==> config.mk <==
export PLATFORM = sky130hd
export DESIGN_NAME = instr_fetch
export DESIGN_NICKNAME = d
export VERILOG_FILES = /design/src/rtl/instr_fetch.sv
export SDC_FILE = /design/constraint.sdc
export NUM_CORES = 1
export LEC_CHECK = 0
export ABC_AREA = 1
export CELL_PAD_IN_SITES_DETAIL_PLACEMENT = 1
export CELL_PAD_IN_SITES_GLOBAL_PLACEMENT = 1
export CORE_MARGIN = 3
export CORE_UTILIZATION = 40
export CTS_BUF_LIST = sky130_fd_sc_hd__clkbuf_16
export CTS_CLUSTER_SIZE = 10
export DETAILED_ROUTE_END_ITERATION = 8
export PLACE_DENSITY_LB_ADDON = 0.1
export REMOVE_ABC_BUFFERS = 1
export SYNTH_ARGS = -nofsm -noshare
export SYNTH_HDL_FRONTEND = slang
export SYNTH_SLANG_ARGS = --single-unit
==> constraint.sdc <==
create_clock -name clock -period 6.05 [get_ports clock]
set_clock_uncertainty 0.1 [all_clocks]
set_input_delay 1.21 -clock clock [delete_from_list [all_inputs] [get_ports clock]]
set_output_delay 1.21 -clock clock [all_outputs]
set_load 0.01 [all_outputs]
==> src/rtl/instr_fetch.sv <==
// instr_fetch: 8051 program-fetch stage; assembles 1-3 byte instructions from a 1-cycle synchronous ROM.
// Define INSTR_FETCH_ILLEGAL_EN to flag the reserved opcode 0xA5 on illegal_op while it is held.
module instr_fetch #(
    parameter int unsigned     PC_W      = 16,
    parameter logic [PC_W-1:0] RESET_VEC = {PC_W{1'b0}}
) (
    input  logic            clock,
    input  logic            reset,
    output logic [PC_W-1:0] rom_addr,
    input  logic [7:0]      rom_data,
    output logic            instr_valid,
    input  logic            instr_ready,
    output logic [7:0]      instr_opcode,
    output logic [7:0]      instr_op1,
    output logic [7:0]      instr_op2,
    output logic [1:0]      instr_len,
    output logic [PC_W-1:0] instr_pc,
    output logic [PC_W-1:0] instr_next_pc,
    input  logic            jump_en,
    input  logic [PC_W-1:0] jump_addr,
    output logic            illegal_op
);

    localparam logic [PC_W-1:0] PC_ONE   = {{(PC_W-1){1'b0}}, 1'b1};
    localparam logic [PC_W-1:0] PC_TWO   = {{(PC_W-2){1'b0}}, 2'd2};
    localparam logic [PC_W-1:0] PC_THREE = {{(PC_W-2){1'b0}}, 2'd3};

    typedef enum logic [2:0] {
        ST_WAIT  = 3'd0,
        ST_BYTE0 = 3'd1,
        ST_BYTE1 = 3'd2,
        ST_BYTE2 = 3'd3,
        ST_HOLD  = 3'd4
    } state_t;

    // MCS-51 instruction length, indexed by opcode (low nibble selects the column family).
    function automatic logic [1:0] op_len(input logic [7:0] op);
        case (op[3:0])
            4'h0: case (op[7:4])
                4'h1, 4'h2, 4'h3, 4'h9: op_len = 2'd3;
                4'h0, 4'hE, 4'hF:       op_len = 2'd1;
                default:                op_len = 2'd2;
            endcase
            4'h1: op_len = 2'd2;
            4'h2: case (op[7:4])
                4'h0, 4'h1:             op_len = 2'd3;
                4'h2, 4'h3, 4'hE, 4'hF: op_len = 2'd1;
                default:                op_len = 2'd2;
            endcase
            4'h3: case (op[7:4])
                4'h4, 4'h5, 4'h6: op_len = 2'd3;
                default:          op_len = 2'd1;
            endcase
            4'h4: case (op[7:4])
                4'h2, 4'h3, 4'h4, 4'h5, 4'h6, 4'h7, 4'h9: op_len = 2'd2;
                4'hB:                                     op_len = 2'd3;
                default:                                  op_len = 2'd1;
            endcase
            4'h5: case (op[7:4])
                4'h7, 4'h8, 4'hB, 4'hD: op_len = 2'd3;
                4'hA:                   op_len = 2'd1;
                default:                op_len = 2'd2;
            endcase
            4'h6, 4'h7: case (op[7:4])
                4'h7, 4'h8, 4'hA: op_len = 2'd2;
                4'hB:             op_len = 2'd3;
                default:          op_len = 2'd1;
            endcase
            default: case (op[7:4])
                4'h7, 4'h8, 4'hA, 4'hD: op_len = 2'd2;
                4'hB:                   op_len = 2'd3;
                default:                op_len = 2'd1;
            endcase
        endcase
    endfunction

    state_t          state_r;
    logic [PC_W-1:0] pc_r;
    logic [1:0]      len_s;
    logic [PC_W-1:0] len_ext_s;

    assign len_s     = op_len(rom_data);
    assign len_ext_s = {{(PC_W-2){1'b0}}, len_s};

    // Fetch FSM: rom_addr always runs one byte ahead of the byte being latched.
    always_ff @(posedge clock or posedge reset) begin
        if (reset) begin
            state_r       <= ST_WAIT;
            pc_r          <= RESET_VEC;
            rom_addr      <= RESET_VEC;
            instr_valid   <= 1'b0;
            instr_opcode  <= 8'h00;
            instr_op1     <= 8'h00;
            instr_op2     <= 8'h00;
            instr_len     <= 2'd1;
            instr_pc      <= RESET_VEC;
            instr_next_pc <= RESET_VEC + PC_ONE;
        end else if (jump_en) begin
            // Redirect wins over everything, including a same-cycle accept.
            state_r     <= ST_WAIT;
            pc_r        <= jump_addr;
            rom_addr    <= jump_addr;
            instr_valid <= 1'b0;
        end else begin
            case (state_r)
                ST_WAIT: begin
                    rom_addr <= pc_r + PC_ONE;
                    state_r  <= ST_BYTE0;
                end
                ST_BYTE0: begin
                    instr_opcode  <= rom_data;
                    instr_op1     <= 8'h00;
                    instr_op2     <= 8'h00;
                    instr_len     <= len_s;
                    instr_pc      <= pc_r;
                    instr_next_pc <= pc_r + len_ext_s;
                    if (len_s == 2'd1) begin
                        state_r     <= ST_HOLD;
                        instr_valid <= 1'b1;
                    end else begin
                        state_r  <= ST_BYTE1;
                        rom_addr <= pc_r + PC_TWO;
                    end
                end
                ST_BYTE1: begin
                    instr_op1 <= rom_data;
                    if (instr_len == 2'd2) begin
                        state_r     <= ST_HOLD;
                        instr_valid <= 1'b1;
                    end else begin
                        state_r  <= ST_BYTE2;
                        rom_addr <= pc_r + PC_THREE;
                    end
                end
                ST_BYTE2: begin
                    instr_op2   <= rom_data;
                    state_r     <= ST_HOLD;
                    instr_valid <= 1'b1;
                end
                ST_HOLD: begin
                    if (instr_ready) begin
                        pc_r        <= instr_next_pc;
                        instr_valid <= 1'b0;
                        state_r     <= ST_WAIT;
                    end else begin
                        state_r <= ST_HOLD;
                    end
                end
                default: begin
                    state_r     <= ST_WAIT;
                    instr_valid <= 1'b0;
                end
            endcase
        end
    end

`ifdef INSTR_FETCH_ILLEGAL_EN
    logic illegal_r;

    // 0xA5 is 1 byte long, so it goes straight from BYTE0 to HOLD.
    always_ff @(posedge clock or posedge reset) begin
        if (reset) begin
            illegal_r <= 1'b0;
        end else if (jump_en) begin
            illegal_r <= 1'b0;
        end else if ((state_r == ST_BYTE0) && (rom_data == 8'hA5)) begin
            illegal_r <= 1'b1;
        end else if ((state_r == ST_HOLD) && instr_ready) begin
            illegal_r <= 1'b0;
        end else begin
            illegal_r <= illegal_r;
        end
    end

    assign illegal_op = illegal_r;
`else
    assign illegal_op = 1'b0;
`endif

endmodule

==> summary.txt, run 1 <==
Drt
  • Drt first pass iters: 5
  • WL final: 17,100 um
  • Vias per cell: 5.38
  • Vias after detailed routing: 5,077
  • Detailed-route wire length per cell: 18.1 um
  • Drt initial violations: 366
  • Remaining DRCs: 0
  • Post-DRT Antenna Nets: 0

Yosys
  • Mapped Avg Cell Area: 7.55 um2
  • Syn Inst Count: 679
  • Distinct cells, synth: 42
  • Number of synthesized flops with an enable pin: 0
  • Largest family of logic cells by synthesized area: simple AND/OR/NAND/NOR gates
  • Compound-Gate Fraction of Synth Area: 11.0%
  • Top FF cell, synth: dfrtp_1
  • Async SR Flop Fraction: 100%
  • Sequential fraction of the synthesis area: 45.9%
  • Yosys Warn Count: 0
  • Synth Area in XOR/XNOR: 0.512%
  • Mapped cell area: 0.00513 mm2
  • Post-Synth Simple-Gate Area: 32.7%
  • Synthesized flop and latch total: 94
  • Mux share of post-synthesis cell area: 0%
  • Adder-cell area share of the yosys netlist: 1.76%

Layout
  • Fill cells: 1,544
  • Fraction of layout instances using a drive strength above 1: 6.45%
  • Antenna Cells: 0
  • Multi-input gate area: 0.00236 mm2
  • Reg area: 0.00235 mm2
  • P&R area growth vs syn: 28.0%
  • Layout Nets: 806
  • Utilization after layout: 53.5%
  • Final Cell Area: 0.00656 mm2
  • Finished Layout Cells: 943

Critical path
  • Critical path fanouts, max: 7
  • Crit Path Class: in -> reg
  • Required time of the critical path: 6.22 ns
  • Reg-to-reg slack, setup: 3.04 ns
  • CP endpoint kind: flip-flop
  • Crit start category: input pin
  • Crit path DAT: 4.15 ns

Clock tree
  • Worst-skew pair later-pin latency: 0.35 ns
  • Clock Path Buffers: 2
  • Postcts setup bufs: 0
  • TritonCTS clock tree: built
  • Number of hold buffers added after cts: 0
  • Clock sinks: 94
  • Post-cts sizing count: 0
  • TritonCTS Buffers: 9
  • H-tree levels: 3
  • Clock slew at reported path FFs: 0.07 ns
  • Root Driver: clkbuf_16

Timing
  • # setup viols final: 0
  • Slew @ Worst Pin: 0.926 ns
  • RSZ-0062 raised after global routing: no
  • Hold Violations, Final: 0
  • Final TNS setup: 0 ns
  • Min Tclk post-route: 3.98 ns
  • Final setup margin: 2.07 ns
  • Relative slew margins: 38.1%
  • Final period util: 65.8%
  • Fmax: 251 MHz
  • Count of pins over their slew limit: 0

Placement
  • Gp weighted congestion: 0.896
  • Post-place setup slack: 1.75 ns
  • DP Area: 0.00626 mm2
  • Port buffer count: 102
  • Placed insts: 929
  • DP HPWL: 12,100 um

Die
  • Rows: 40
  • CORE AREA: 0.0123 mm2
  • Die area: 0.0142 mm2
  • Die Width: 119 um
  • Die Ht: 119 um
  • Io pins: 104
  • Initial Util: 41.8%

Hold path
  • Hold WC Path Type: reg -> reg

Global routing
  • Largest net degree at the start of global routing: 57
  • Number of global-route vias before repair: 5,412
  • First-pass GRT wire length: 28,400 um
  • Grt ovf: 0
  • GRT Total Usage: 24.9%
  • Initial antenna violation count: 0

Power
  • Combinational fraction of design power: 40.3%
  • Clk pwr share: 21.9%
  • VDD IR max: 0.201 mV
  • P_sw: 0.000990 W
  • Pwr/cell area: 421 mW/mm2
  • Part of the power in registers: 37.8%
  • P_int: 0.00177 W
  • Leakage dissipation: 3.11 nW
  • Sw Share: 35.9%

Run status
  • Status: finished clean

Job
  • # Max-Cap Violations: 0
-- routing by layer --
layer | global-route usage, % | part of all wire (%) | vias up
met5 | 0 | 0 | -
met4 | 7.82 | 1.6 | 0
met3 | 3.61 | 4.8 | 21
met2 | 40.4 | 48 | 140
met1 | 34.5 | 46 | 2528
li1 | - | - | 2388
-- metrics by stage --
| step | power [W] | hold slack, ns |
|---|---|---|
| floorplan | 0.00152 | 0.376 |
| global placement | 0.00213 | 0.354 |
| detailed placement | 0.00217 | 0.358 |
| CTS | 0.00278 | 0.374 |
| global route | 0.00294 | 0.392 |
| finish | 0.00276 | 0.370 |
-- cell usage after synthesis (all sizes together), types with 4 or more instances --
master / count / area share [%]
nand2: 235 / 18
dfrtp: 92 / 45
nand3: 88 / 9.0
inv: 73 / 5.3
o21ai: 55 / 5.6
nor2: 46 / 3.7
buf: 18 / 2.2
a21oi: 8 / 0.78
nand4: 8 / 0.98
o22ai: 8 / 0.98
clkbuf: 7 / 0.51
o211ai: 7 / 1.0
ha: 4 / 0.98
-- power by group through the flow --
stage                     clock, W  sequential [W]  combinational (W)
final                     0.000604         0.00104            0.00111
after global routing      0.000634         0.00108            0.00122
after CTS                 0.000609         0.00105            0.00113
after detailed placement         0         0.00105            0.00112
after global placement           0         0.00104            0.00109
after floorplan                  0         0.00112           0.000400
-- final cells by class --
| cell class | instances | share of cell area [%] |
|---|---|---|
| multi-input cells | 487 | 36.0 |
| clock inverters | 5 | 1.16 |
| clock buffers | 9 | 3.43 |
| flip-flops and latches | 94 | 35.9 |
| repair buffers | 107 | 16.1 |
| well taps | 168 | 3.20 |
| inverters | 73 | 4.21 |
-- layout by cell type (no fill, tap or decap), types with 4 or more instances in the layout --
master,Yosys,final
nand2_1,227,227
clkdlybuf4s50_1,0,102
dfrtp_1,92,92
nand3_1,85,85
inv_1,63,62
o21ai_0,48,48
nor2_1,42,42
inv_2,10,10
clkbuf_16,0,9
nand4_1,8,8
a21oi_1,8,8
o22ai_1,8,8
o211ai_1,7,7
nand2_2,5,5
buf_4,4,5
o21ai_1,4,4
ha_1,4,4
-- final timing paths --
kind                              from                end  depth (start not counted)
setup / recovery           rom_data[7]  instr_next_pc[14]                         16
hold / removal             instr_pc[7]        instr_pc[7]                          2
setup reg to reg            state_r[1]  instr_next_pc[13]                          6
hold reg to reg            instr_pc[7]        instr_pc[7]                          2
max in group asynchronous        reset            pc_r[4]                          3
min in group asynchronous        reset        rom_addr[0]                          2
-- cell families (layout without fill, tap and decap cells) --
logic type / count (synthesis) / count (layout)
other cells: 1 / 1
xor+xnor: 3 / 3
simple gates: 382 / 382
buf+inv: 98 / 194
flops: 94 / 94
compound gates: 95 / 95
fa+ha+maj: 6 / 6
-- registers in the layout (all words and copies together), names as in the netlist --
register and count:
instr_next_pc 16, instr_pc 16, pc_r 16, rom_addr 16
instr_op1 8, instr_op2 8, instr_opcode 8, state_r 3
instr_len 2, instr_valid 1
-- worst max-delay path, stage by stage --
cell,delay (ns)
clkdlybuf4s50_1,0.63
inv_2,0.12
o21ai_0,0.29
nand3_1,0.13
and3_1,0.21
a21boi_0,0.23
ha_1,0.24
fa_1,0.22
inv_1,0.08
nor2_1,0.17
nand2_1,0.09
nor2_1,0.17
nand2_1,0.07
nand2_1,0.08
o211ai_1,0.09
o21ai_0,0.12
(Power assumes the default switching activity.)
==> run 2, diff against run 1 <==
CORE_UTILIZATION = 34   (was 40)
clock period = 3.27 ns   (was 6.05 ns; I/O delays follow)
==> summary.txt, run 2 (synthesis results as in run 1) <==
Run status
  • Status: finished clean

Placement
  • Gp weighted congestion: 0.868
  • DP HPWL: 13,000 um
  • Port buffer count: 102

Global routing
  • GRT Total Usage: 21.6%
  • Largest net degree at the start of global routing: 44
  • Grt ovf: 0
  • Initial antenna violation count: 0
  • First-pass GRT wire length: 28,300 um
  • Number of global-route vias before repair: 5,299

Die
  • Die Ht: 129 um
  • CORE AREA: 0.0146 mm2
  • Io pins: 104
  • Die area: 0.0166 mm2
  • Initial Util: 35.0%
  • Rows: 44
  • Die Width: 129 um

Power
  • Part of the power in registers: 38.1%
  • Sw Share: 37.1%
  • P_sw: 0.00187 W
  • Combinational fraction of design power: 41.8%
  • Pwr/cell area: 735 mW/mm2
  • Clk pwr share: 20.1%
  • VDD IR max: 0.479 mV
  • Leakage dissipation: 3.31 nW
  • P_int: 0.00318 W

Critical path
  • Most Frequent Cell on Critical Path: nand2_1
  • Worst path cell trace: clkdlybuf4s50_1, inv_2, nand2_2, nand2_2, o21ai_4, o211ai_1, a22oi_2, a21boi_1, ha_1, fa_2, inv_1, nor2_1, nand2_1, nor2_2, nand2_1, nand2_1, o211ai_1, o21ai_0
  • Critical path buffers and inverters: 3
  • Slowest cell on the critical path: clkdlybuf4s50_1
  • Family with the most delay on the worst path: compound AO/OA/AOI/OAI gates
  • Critical path fanouts, max: 5
  • Required time of the critical path: 3.40 ns
  • CP endpoint kind: flip-flop
  • Crit Path Class: in -> reg
  • CP max stage delay: 0.51 ns
  • Crit path DAT: 3.12 ns
  • Crit start category: input pin

Hold path
  • Hold WC Path Type: reg -> reg

Drt
  • Drt first pass iters: 4
  • Vias per cell: 5.09
  • Drt initial violations: 232
  • Vias after detailed routing: 5,075
  • WL final: 17,400 um
  • Detailed-route wire length per cell: 17.5 um
  • Post-DRT Antenna Nets: 0
  • Remaining DRCs: 0

Clock tree
  • Worst-skew pair later-pin latency: 0.36 ns
  • Clock Path Buffers: 2
  • TritonCTS Buffers: 9
  • TritonCTS clock tree: built
  • Clock slew at reported path FFs: 0.07 ns
  • Clock sinks: 94
  • H-tree levels: 3
  • Root Driver: clkbuf_16
  • Number of hold buffers added after cts: 0

Timing
  • Relative slew margins: 54.6%
  • Fmax: 335 MHz
  • Slew @ Worst Pin: 0.682 ns
  • # setup viols final: 0
  • Hold Violations, Final: 0
  • Count of pins over their slew limit: 0
  • Final period util: 91.4%
  • Worst hold slack: 0.375 ns
  • Min Tclk post-route: 2.99 ns
  • RSZ-0062 raised after global routing: no

Layout
  • Commonest non-fill, non-tap cell in the layout: nand2_1
  • Antenna Cells: 0
  • P&R area growth vs syn: 33.9%
  • Layout Nets: 842
  • Commonest non-fill, non-tap cells in the layout: 227 x nand2_1, 99 x clkdlybuf4s50_1, 92 x dfrtp_1
  • Utilization after layout: 46.9%
  • Fraction of layout instances using a drive strength above 1: 11.6%

Job
  • # Max-Cap Violations: 0
-- run 2: cell types whose count changed in the layout (fill, tap and decap cells not counted), sizes merged --
| cell | delta |
|---|---|
| clkdlybuf4s50 | -3 |
| dlymetal6s2s | +3 |
| clkinv | +2 |
| bufinv | -2 |
| inv | +2 |
| buf | +36 |
-- run 2: power by group through the flow --
stage               clock, W  combinational (W)  sequential [W]
floorplan                  0           0.000740         0.00207
CTS                  0.00104            0.00214         0.00193
global route         0.00108            0.00232         0.00199
finish               0.00101            0.00211         0.00192
detailed placement         0            0.00212         0.00195
global placement           0            0.00209         0.00193
-- run 2: final timing paths --
| check | startpoint | end | slack [ns] | cells after the start |
|---|---|---|---|---|
| min in group asynchronous | reset | instr_op2[7] | 0.55 | 2 |
| setup / recovery | rom_data[6] | instr_next_pc[14] | 0.28 | 18 |
| setup reg to reg | state_r[1] | rom_addr[9] | 0.77 | 13 |
| hold / removal | rom_addr[7] | rom_addr[7] | 0.38 | 2 |
| hold reg to reg | rom_addr[7] | rom_addr[7] | 0.38 | 2 |
| max in group asynchronous | reset | pc_r[1] | 1.84 | 3 |
-- run 2: through the flow --
step / area [um2] / total power, W / setup slack (ns) / std cells / setup TNS [ns]
after floorplan: 4990 / 0.00281 / 0.0706 / 654 / 0
after global placement: 6560 / 0.00401 / -0.234 / 981 / -1.82
after detailed placement: 6560 / 0.00407 / -0.379 / 981 / -2.88
after CTS: 6840 / 0.00511 / 0.0150 / 997 / 0
after global routing: 6870 / 0.00539 / 0.0141 / 997 / 0
final: 6870 / 0.00505 / 0.281 / 997 / 0
-- run 2: what timing repair did --
action                                  in CTS  in global routing
gates resized for setup                      0                 11
setup buffers                                0                  0
endpoints found under the setup margin       0                 12
-- run 2: cell type report --
cell class                 instances  area, um2
multi-input combinational        487       2380
clock buffer                       9        225
clock inverter                     7       48.8
inverter                          73        277
timing repair buffer             143       1350
tap                              184        230
fill                            1791       7770
sequential                        94       2350
-- run 2: metal layers --
layer  global-route usage [%]  up-vias  share of wire, %
li1                         -     2473                 -
met3                     3.74       13               4.8
met2                     33.5      108                44
met4                     4.94        0              0.96
met5                        0        -                 0
met1                     31.7     2481                50
-- run 2: tightest hold or removal path, stage by stage (launching register included) --
cell and delay, ns:
dfrtp_1 0.34, nand2_1 0.05, nand2_1 0.05
==> run 3, diff against run 2 <==
GPL_TIMING_DRIVEN = 0   (was unset)
==> summary.txt, run 3 (synthesis results as in run 1) <==
Critical path
  • Slowest cell on the critical path: dlygate4sd2_1
  • Crit Path Class: in -> reg
  • CP endpoint kind: flip-flop
  • Most Frequent Cell on Critical Path: nand2_1
  • Crit path DAT: 3.21 ns
  • Family with the most delay on the worst path: simple AND/OR/NAND/NOR gates
  • Cells on worst reg2reg path: 6
  • Reg-to-reg slack, setup: 0.71 ns
  • Critical path fanouts, max: 6
  • Critical path buffers and inverters: 3
  • R2r endpoint: pc_r[2]
  • CP max stage delay: 0.35 ns
  • Crit start category: input pin
  • Required time of the critical path: 3.44 ns
  • Worst r2r src: state_r[1]
  • Worst path cell trace: dlygate4sd2_1, inv_2, nand2_2, nor2_1, o211ai_1, and3_1, a21boi_0, ha_2, fa_1, inv_1, nor2_2, nand2_1, nor2_4, nand2_1, nand2_1, o211ai_1, o21ai_0

Layout
  • Commonest non-fill, non-tap cell in the layout: nand2_1
  • Antenna Cells: 0
  • Finished Layout Cells: 964
  • Commonest non-fill, non-tap cells in the layout: 227 x nand2_1, 94 x clkdlybuf4s50_1, 92 x dfrtp_1
  • Fraction of layout instances using a drive strength above 1: 9.10%
  • P&R area growth vs syn: 30.4%
  • Layout Nets: 809

Global routing
  • Number of global-route vias before repair: 5,084
  • Initial antenna violation count: 0
  • GRT Total Usage: 21.4%
  • First-pass GRT wire length: 27,900 um
  • Grt ovf: 0
  • Largest net degree at the start of global routing: 57

Power
  • P_sw: 0.00188 W
  • Pwr/cell area: 764 mW/mm2
  • Combinational fraction of design power: 40.6%
  • Tot Pwr: 0.00511 W
  • P_int: 0.00322 W
  • Leakage dissipation: 3.15 nW
  • Part of the power in registers: 37.6%
  • Clk pwr share: 21.8%
  • VDD IR max: 0.317 mV
  • Sw Share: 36.8%

Placement
  • Placed insts: 942
  • Post-place setup slack: -0.621 ns
  • Port buffer count: 102
  • DP HPWL: 12,100 um
  • Gp weighted congestion: 0.840

Drt
  • Uppermost layer routed: met4
  • Drt first pass iters: 4
  • WL final: 17,300 um
  • Metal-1 WL: 8610 um
  • Drt initial violations: 327
  • Vias per cell: 5.13
  • Met3 WL: 859 um
  • Remaining DRCs: 0
  • Vias after detailed routing: 4,942
  • Detailed-route wire length per cell: 17.9 um
  • Post-DRT Antenna Nets: 0
  • Met2 routed WL: 7610 um

Timing
  • Final period util: 92.9%
  • Hold Violations, Final: 0
  • Min Tclk post-route: 3.04 ns
  • Slew @ Worst Pin: 1.05 ns
  • Count of pins over their slew limit: 0
  • Fmax: 329 MHz
  • Final setup margin: 0.231 ns
  • RSZ-0062 raised after global routing: yes
  • Relative slew margins: 29.8%
  • # setup viols final: 0

Clock tree
  • TritonCTS clock tree: built
  • Root Driver: clkbuf_16
  • Clock sinks: 94
  • Clock slew at reported path FFs: 0.07 ns
  • Worst-skew pair later-pin latency: 0.35 ns
  • H-tree levels: 3
  • TritonCTS Buffers: 9
  • Clock Path Buffers: 2

Die
  • Initial Util: 35.0%
  • Die Ht: 129 um
  • Rows: 44
  • Io pins: 104
  • Die area: 0.0166 mm2
  • CORE AREA: 0.0146 mm2
  • Die Width: 129 um

Job
  • # Max-Cap Violations: 0

Run status
  • Status: finished clean

Hold path
  • Min-Delay Startpoint: rom_addr[13]
  • Hold Path Depth: 2
  • Endpoint, Worst Hold: rom_addr[13]
  • Hold WC Path Type: reg -> reg
run 3: worst max-delay path by stage:
stage	cells past startpoint	slack (ns)	from	end
finish	17	0.23	rom_data[3]	instr_next_pc[14]
global route	17	-0.006	rom_data[3]	instr_next_pc[14]
CTS	6	0.002	jump_en	instr_next_pc[13]
detailed placement	6	-0.62	jump_en	instr_next_pc[13]
global placement	2	-1.62	reset	rom_addr[4]
floorplan	1	0.07	reset	instr_len[1]
run 3: metal layers:
layer  vias to the layer above  track usage, %
met5                         -               0
met4                         0            5.62
met3                        14            2.82
met2                       111            32.4
met1                      2413            32.3
li1                       2404               -
run 3: per-stage QoR:
step / utilization, % / hold WS, ns / cell area (um2) / TNS (ns)
2_1_floorplan: - / 0.376 / 4990 / 0
3_3_place_gp: 42.6 / 0.356 / 6240 / -208.56
3_5_place_dp: 43.0 / 0.358 / 6300 / -23.50
4_1_cts: 45.5 / 0.376 / 6670 / 0
5_1_grt: 45.7 / 0.396 / 6690 / -0.00636
6_report: 45.7 / 0.368 / 6690 / 0
run 3: cell type report:
class / count / area, um2
Clock buffer: 9 / 225
Clock inverter: 7 / 81.3
Fill cell: 1790 / 7960
Inverter: 73 / 283
Multi-Input combinational cell: 488 / 2410
Sequential cell: 94 / 2350
Tap cell: 184 / 230
Timing Repair Buffer: 108 / 1100
Timing Repair inverter: 1 / 5.00
run 3: what timing repair did:
| item | 4_1_cts | 5_1_grt |
|---|---|---|
| cloned | 2 | 0 |
| gates resized for setup | 12 | 15 |
| buffers inserted | 4 | 0 |
| setup endpoints to repair | 50 | 22 |
| hold buffers | 0 | 0 |
| pin swaps | 2 | 0 |
run 3: tightest hold or removal path, cell delays in order, from the launching register on:
cell and delay [ns]:
dfrtp_1 0.34, nand2_1 0.05, nand2_1 0.04
run 3: power groups by stage:
| stage | logic, W | clock network (W) | registers [W] |
|---|---|---|---|
| floorplan | 0.000740 | 0 | 0.00207 |
| global placement | 0.00201 | 0 | 0.00192 |
| detailed placement | 0.00207 | 0 | 0.00194 |
| CTS | 0.00210 | 0.00113 | 0.00192 |
| global route | 0.00229 | 0.00118 | 0.00199 |
| finish | 0.00207 | 0.00111 | 0.00192 |
